--- src/rtl/servo_pkg.sv ---
// Shared widths, constants and FSM state type for the steering-servo PWM generator.
package servo_pkg;

  localparam int W_FRAME = 21;
  localparam int W_PULSE = 18;
  localparam int W_Y     = 11;

  localparam int unsigned     CENTER_TICKS = 150_000;
  localparam logic [W_Y-1:0] Y_MAX        = 11'd1023;

  typedef enum logic [1:0] {LOAD, HIGH, LOW} servo_state_t;

endpackage

--- src/rtl/servo_in_filter.sv ---
// Brings the joystick word across with a 2-FF synchronizer per bit and accepts it only
// after it has been seen unchanged for STABLE_CYCLES consecutive samples.
module servo_in_filter
  import servo_pkg::*;
#(
  parameter int unsigned CENTER        = 512,
  parameter int unsigned STABLE_CYCLES = 4
) (
  input  logic           clk,
  input  logic           rst,
  input  logic [W_Y-1:0] y_val,
  output logic [W_Y-1:0] y_filt,
  output logic           y_upd
);

  localparam int W_CNT = $clog2(STABLE_CYCLES + 1);
  localparam logic [W_CNT-1:0] CNT_ACC = W_CNT'(STABLE_CYCLES - 1);
  localparam logic [W_CNT-1:0] CNT_SAT = W_CNT'(STABLE_CYCLES);

  logic [W_Y-1:0]   sync_1, sync_2, y_prev;
  logic [W_CNT-1:0] stab_cnt;
  logic             same, accept;

  assign same   = (sync_2 == y_prev);
  assign accept = same && (stab_cnt == CNT_ACC);

  // The count saturates past the accept point so a held word is accepted only once.
  always_ff @(posedge clk or negedge rst) begin
    if (!rst) begin
      sync_1   <= W_Y'(CENTER);
      sync_2   <= W_Y'(CENTER);
      y_prev   <= W_Y'(CENTER);
      stab_cnt <= '0;
      y_filt   <= W_Y'(CENTER);
      y_upd    <= 1'b0;
    end else begin
      sync_1 <= y_val;
      sync_2 <= sync_1;
      y_prev <= sync_2;
      if (!same)                    stab_cnt <= '0;
      else if (stab_cnt != CNT_SAT) stab_cnt <= stab_cnt + 1'b1;
      y_upd <= accept;
      if (accept) y_filt <= sync_2;
    end
  end

endmodule

--- src/rtl/servo_pwm_gen.sv ---
// Hobby-servo PWM generator: filtered joystick word -> clamp/dead zone -> pulse width -> framed PWM.
// Optional build macro SERVO_SLEW_EN limits the pulse-width change per frame to SLEW_TICKS.
//
// state | meaning
// LOAD  | frame counter == 0; frame_start, latch new pulse width and decide on a pulse
// HIGH  | pwm driven high until the counter reaches pulse_ticks
// LOW   | pwm low until the counter wraps
module servo_pwm_gen
  import servo_pkg::*;
#(
  parameter int unsigned CLK_HZ        = 100_000_000,
  parameter int unsigned PERIOD_TICKS  = CLK_HZ / 50,
  parameter int unsigned MIN_TICKS     = 100_000,
  parameter int unsigned SPAN_TICKS    = 100_000,
  parameter int unsigned CENTER        = 512,
  parameter int unsigned DEADZONE      = 16,
  parameter int unsigned STABLE_CYCLES = 4,
  parameter int unsigned SLEW_TICKS    = 2_000
) (
  input  logic               clk,
  input  logic               rst,
  input  logic [W_Y-1:0]     y_val,
  input  logic               enable,
  output logic               pwm,
  output logic [W_PULSE-1:0] pulse_ticks,
  output logic               frame_start
);

  localparam logic [W_FRAME-1:0] LAST_CNT  = W_FRAME'(PERIOD_TICKS - 1);
  localparam logic [W_Y-1:0]     DZ_LO     = W_Y'(CENTER - DEADZONE);
  localparam logic [W_Y-1:0]     DZ_HI     = W_Y'(CENTER + DEADZONE);
  localparam logic [W_PULSE-1:0] CTR_TICKS = W_PULSE'(MIN_TICKS + ((CENTER * SPAN_TICKS) >> 10));
  localparam int W_S = W_PULSE + 2;

`ifdef SERVO_SLEW_EN
  localparam int unsigned SLEW_LIM = SLEW_TICKS;
`else
  // A step limit at least as large as the full pulse range never engages: target passes straight through.
  localparam int unsigned SLEW_LIM = (SLEW_TICKS > (1 << W_PULSE)) ? SLEW_TICKS : (1 << W_PULSE);
`endif

  logic [W_Y-1:0]     y_filt, y_cond, y_s1;
  logic               y_upd, s1_vld;
  logic [31:0]        prod;
  logic [W_PULSE-1:0] target, pulse_next;
  logic [W_S-1:0]     up_lim, dn_lim;
  logic [W_FRAME-1:0] cnt;
  servo_state_t       state, next_state;

  servo_in_filter #(.CENTER(CENTER), .STABLE_CYCLES(STABLE_CYCLES)) u_filter (
    .clk    (clk),
    .rst    (rst),
    .y_val  (y_val),
    .y_filt (y_filt),
    .y_upd  (y_upd)
  );

  always_comb begin
    y_cond = (y_filt > Y_MAX) ? Y_MAX : y_filt;
    if (y_cond >= DZ_LO && y_cond <= DZ_HI) y_cond = W_Y'(CENTER);
  end

  assign prod = 32'(y_s1) * SPAN_TICKS;

  always_ff @(posedge clk or negedge rst) begin
    if (!rst) begin
      y_s1   <= W_Y'(CENTER);
      s1_vld <= 1'b0;
      target <= CTR_TICKS;
    end else begin
      s1_vld <= y_upd;
      if (y_upd)  y_s1   <= y_cond;
      if (s1_vld) target <= W_PULSE'(MIN_TICKS + (prod >> 10));
    end
  end

  always_comb begin
    up_lim     = {2'b00, pulse_ticks} + W_S'(SLEW_LIM);
    dn_lim     = {2'b00, target} + W_S'(SLEW_LIM);
    pulse_next = target;
    if ({2'b00, target} > up_lim)           pulse_next = W_PULSE'(up_lim);
    else if ({2'b00, pulse_ticks} > dn_lim) pulse_next = pulse_ticks - W_PULSE'(SLEW_LIM);
  end

  always_comb begin
    next_state = state;
    case (state)
      LOAD: next_state = enable ? HIGH : LOW;
      HIGH: begin
        if (cnt == LAST_CNT)                                            next_state = LOAD;
        else if (cnt >= {{(W_FRAME-W_PULSE){1'b0}}, pulse_ticks})       next_state = LOW;
      end
      LOW:  if (cnt == LAST_CNT) next_state = LOAD;
      default: next_state = LOAD;
    endcase
  end

  // pwm follows the next state so its high time spans counter values 1..pulse_ticks.
  always_ff @(posedge clk or negedge rst) begin
    if (!rst) begin
      state       <= LOAD;
      cnt         <= '0;
      pwm         <= 1'b0;
      pulse_ticks <= CTR_TICKS;
    end else begin
      state <= next_state;
      cnt   <= (cnt == LAST_CNT) ? '0 : cnt + 1'b1;
      pwm   <= (next_state == HIGH);
      if (state == LOAD) pulse_ticks <= pulse_next;
    end
  end

  assign frame_start = rst & (state == LOAD);

endmodule

--- config.mk ---
export PLATFORM = sky130hd
export DESIGN_NAME = servo_pwm_gen
export DESIGN_NICKNAME = d
export VERILOG_FILES = /design/src/rtl/servo_pkg.sv /design/src/rtl/servo_in_filter.sv /design/src/rtl/servo_pwm_gen.sv
export SDC_FILE = /design/constraint.sdc
export NUM_CORES = 1
export LEC_CHECK = 0
export CAP_MARGIN = 20
export CORE_UTILIZATION = 40
export CTS_CLUSTER_DIAMETER = 120
export DETAILED_ROUTE_END_ITERATION = 7
export DONT_BUFFER_PORTS = 1
export PLACE_DENSITY = 0.53
export SLEW_MARGIN = 0
export SYNTH_ARGS = -nofsm -noshare
export SYNTH_HDL_FRONTEND = slang
export SYNTH_SLANG_ARGS = --single-unit
--- constraint.sdc ---
create_clock -name clk -period 11.1 [get_ports clk]
set_input_delay 1.665 -clock clk [delete_from_list [all_inputs] [get_ports clk]]
set_output_delay 1.665 -clock clk [all_outputs]
set_load 0.01 [all_outputs]
==> results.tsv <==
stage	metric	value	unit
clocking	post-CTS setup buffers	0	
logic_synthesis	flip-flop and latch count after synthesis	120	
clocking	clock root cell	clkbuf_16	
power_and_ir_drop	leakage	4.155	nW
layout	Final Util	0.4520	
floorplan	Core ar.	18710	sq um
timing	Final Skew	0.008614	ns
clocking	Reg clk slew, reported paths	0.06	ns
floorplan	Rows	50	
logic_synthesis	Post-synth EDFFs	0	
global_route	gr usage total	0.1645	
power_and_ir_drop	VDD IR max	102.2	uV
layout	Sequential cell area	3029	sq um
clocking	cts hold-fix bufs	0	
logic_synthesis	Syn. warnings	0	
layout	area taken by multi-input logic gates	4182	sq um
layout	Area Overhead vs Synth	11.04	%
global_route	maximum number of pins on one net before global-route repair	122	
global_route	GRT overflow	0	
global_route	vias in the first global route	5376	
logic_synthesis	Syn Nets	875	
worst_hold_path	Hold Crit Endpoint	u_filter.sync_2[7]	
placement	hpwl dp	11290	microns
floorplan	die width	140.0	microns
logic_synthesis	Syn Inst Count	740	
detailed_routing	# DRC	0	
timing	relative slew slack	0.3926	
critical_path	Worst Path Required	11.43	ns
layout	commonest cells after routing, fill and taps aside	99 x dfrtp_1, 98 x ha_1, 86 x inv_1	
clocking	post-CTS sizing	0	
timing	RSZ-0062 raised after global routing	no	
logic_synthesis	Cell variety after synth	70	
global_route	antenna violations before repair	0	
layout	share of layout cells above drive strength 1	0.1111	
timing	Setup TNS Final	0	ns
logic_synthesis	sequential share of the synthesized area	0.3979	
logic_synthesis	share of async-settable or async-resettable flops after synthesis	1.000	
detailed_routing	DR pass1 iterations	4	
floorplan	full die area	19590	sq um
timing	final setup fails	0	
clocking	CTS tree	yes	
timing	Max Fclk	185.8	MHz
critical_path	Reg2Reg Depth	16	
global_route	first-pass GRT wire length	25780	microns
floorplan	initial core utilization	0.4070	
run_status	status	complete, no violations	
logic_synthesis	Mapped Area	7614	sq um
detailed_routing	wire length per cell	14.95	microns
detailed_routing	vias post-DR	5171	
layout	# nets final	878	
worst_hold_path	hold crit path type	flip-flop to flip-flop	
clocking	worst-skew pair later-pin latency	0.42	ns
detailed_routing	WL final	14800	microns
timing	number of hold violations in the final report	0	
critical_path	r2r startpoint	y_s1[6]	
detailed_routing	ANT nets after route	0	
detailed_routing	initial DRC count	163	
clocking	H-tree levels	4	
clocking	CTS buffer count	17	
timing	Final Cycle Share	0.4850	
critical_path	setup slack, reg-to-reg	5.72	ns
placement	PortBufs	0	
critical_path	worst flop-to-flop path endpoint	target[17]	
logic_synthesis	Synth Flop Type	dfrtp_1	
floorplan	I/O Pins	34	
clocking	CTS sink count	120	
layout	most common cell after layout, fill and taps aside	dfrtp_1	
critical_path	crit start category	flip-flop	
clocking	CTS max path bufs	2	
floorplan	Die Ht	140.0	microns
critical_path	Max Fanout on Critical Path	12	
layout	fillers	1720	
job	maxcap violations	0	
critical_path	Worst Path Arrival	5.71	ns
critical_path	crit end category	flip-flop	
timing	crit path time final	5.384	ns
critical_path	CP Class	flip-flop to flip-flop	
timing	Tightest Pin Transition	0.9111	ns
timing	Pins Over Slew Limit	0	
layout	Antenna Diode Count	0	
worst_hold_path	hold_sp	u_filter.sync_1[7]	
worst_hold_path	hold path cells	0	
detailed_routing	vias per std cell	5.223	
power_and_ir_drop	pwr dens	121.6	nW/um^2
placement	routability cong.	0.8411	
logic_synthesis	Post-Syn Area per Cell	10.29	sq um
[flip-flops by register name (all words and copies together), names as in the netlist]
name / flops
cnt: 21
pulse_ticks: 18
pwm: 1
s1_vld: 1
state: 2
target: 18
u_filter.stab_cnt: 3
u_filter.sync_1: 11
u_filter.sync_2: 11
u_filter.y_filt: 11
u_filter.y_prev: 11
u_filter.y_upd: 1
y_s1: 11
[layout make-up]
cell class / instances / area share
multi-input combinational: 517 / 0.4946
sequential: 120 / 0.3583
clock buffer: 19 / 0.05357
inverter: 86 / 0.03818
tap: 234 / 0.03463
clock inverter: 13 / 0.01983
timing repair buffer: 1 / 0.0008880
[cells in the mapped netlist (6+ instances only)]
| cell | number | share of area |
|---|---|---|
| nor2_1 | 48 | 0.024 |
| nand4_1 | 13 | 0.011 |
| nand2b_1 | 6 | 0.0049 |
| mux2_2 | 10 | 0.015 |
| dfstp_2 | 21 | 0.072 |
| a21oi_1 | 25 | 0.016 |
| o22ai_1 | 9 | 0.0074 |
| dfrtp_1 | 99 | 0.33 |
| xor2_1 | 11 | 0.013 |
| nand2_1 | 83 | 0.041 |
| xnor2_1 | 39 | 0.045 |
| clkbuf_1 | 13 | 0.0064 |
| nand3_1 | 21 | 0.014 |
| or3_1 | 6 | 0.0049 |
| ha_1 | 98 | 0.16 |
| a21o_1 | 13 | 0.013 |
| fa_1 | 23 | 0.060 |
| inv_1 | 86 | 0.042 |
| o21ai_0 | 28 | 0.018 |
[worst max-delay path: stages (launching register included)]
cell,delay [ns]
dfrtp_1,0.44
ha_1,0.36
fa_1,0.49
fa_1,0.51
inv_1,0.05
fa_1,0.49
inv_1,0.05
fa_1,0.47
ha_1,0.45
a21o_4,0.28
a2111oi_4,0.35
a211oi_2,0.11
xnor2_1,0.31
a21boi_4,0.31
a2111oi_2,0.13
o31a_1,0.27
o31ai_2,0.22
[report_power, final]
group	switching (mW)	leakage (nW)	internal (mW)
Sequential	0.00331	1.51	0.445
Combinational	0.00163	2.36	0.00285
Clock	0.209	0.289	0.367
[layer usage]
layer  vias up  GRT usage  routed length (microns)
li1       2556          -                        -
met2        93     0.2837                     7295
met4         0    0.05495                      241
met5         -          0                        0
met3        23    0.04137                      542
met1      2499     0.2004                     6718
[kinds of logic (layout without fill, tap and decap cells)]
| logic type | Yosys count | in the layout | synth area share |
|---|---|---|---|
| buffers and inverters | 103 | 119 | 0.05325 |
| xor gates and xnor gates | 50 | 50 | 0.05752 |
| muxes | 13 | 13 | 0.01874 |
| AOI/OAI and AO/OA | 119 | 119 | 0.1142 |
| DFF | 120 | 120 | 0.3979 |
| and+or+nand+nor | 214 | 214 | 0.1369 |
| adders and majority gates | 121 | 121 | 0.2215 |
[worst max-delay path by stage]
stage                  from         end  slack [ns]
detailed placement  y_s1[6]  target[17]        5.73
global route        y_s1[6]  target[17]        5.41
floorplan           y_s1[6]  target[17]        6.00
CTS                 y_s1[6]  target[17]        5.68
global placement    y_s1[6]  target[15]        5.83
finish              y_s1[6]  target[17]        5.72
[through the flow]
stage          hold WS [ns]  setup slack [ns]  power, mW  instance area (sq um)  std cells
5_1_grt              0.3542             5.405      1.060                   8454        990
3_3_place_gp         0.3315             5.828     0.4598                   7834        958
3_5_place_dp         0.3358             5.728     0.4601                   7834        958
6_report             0.3476             5.716      1.028                   8454        990
2_1_floorplan        0.3312             6.002     0.4586                   7614        740
4_1_cts              0.3491             5.683      1.040                   8454        990
Note: power is estimated with default switching activity, not from simulation.
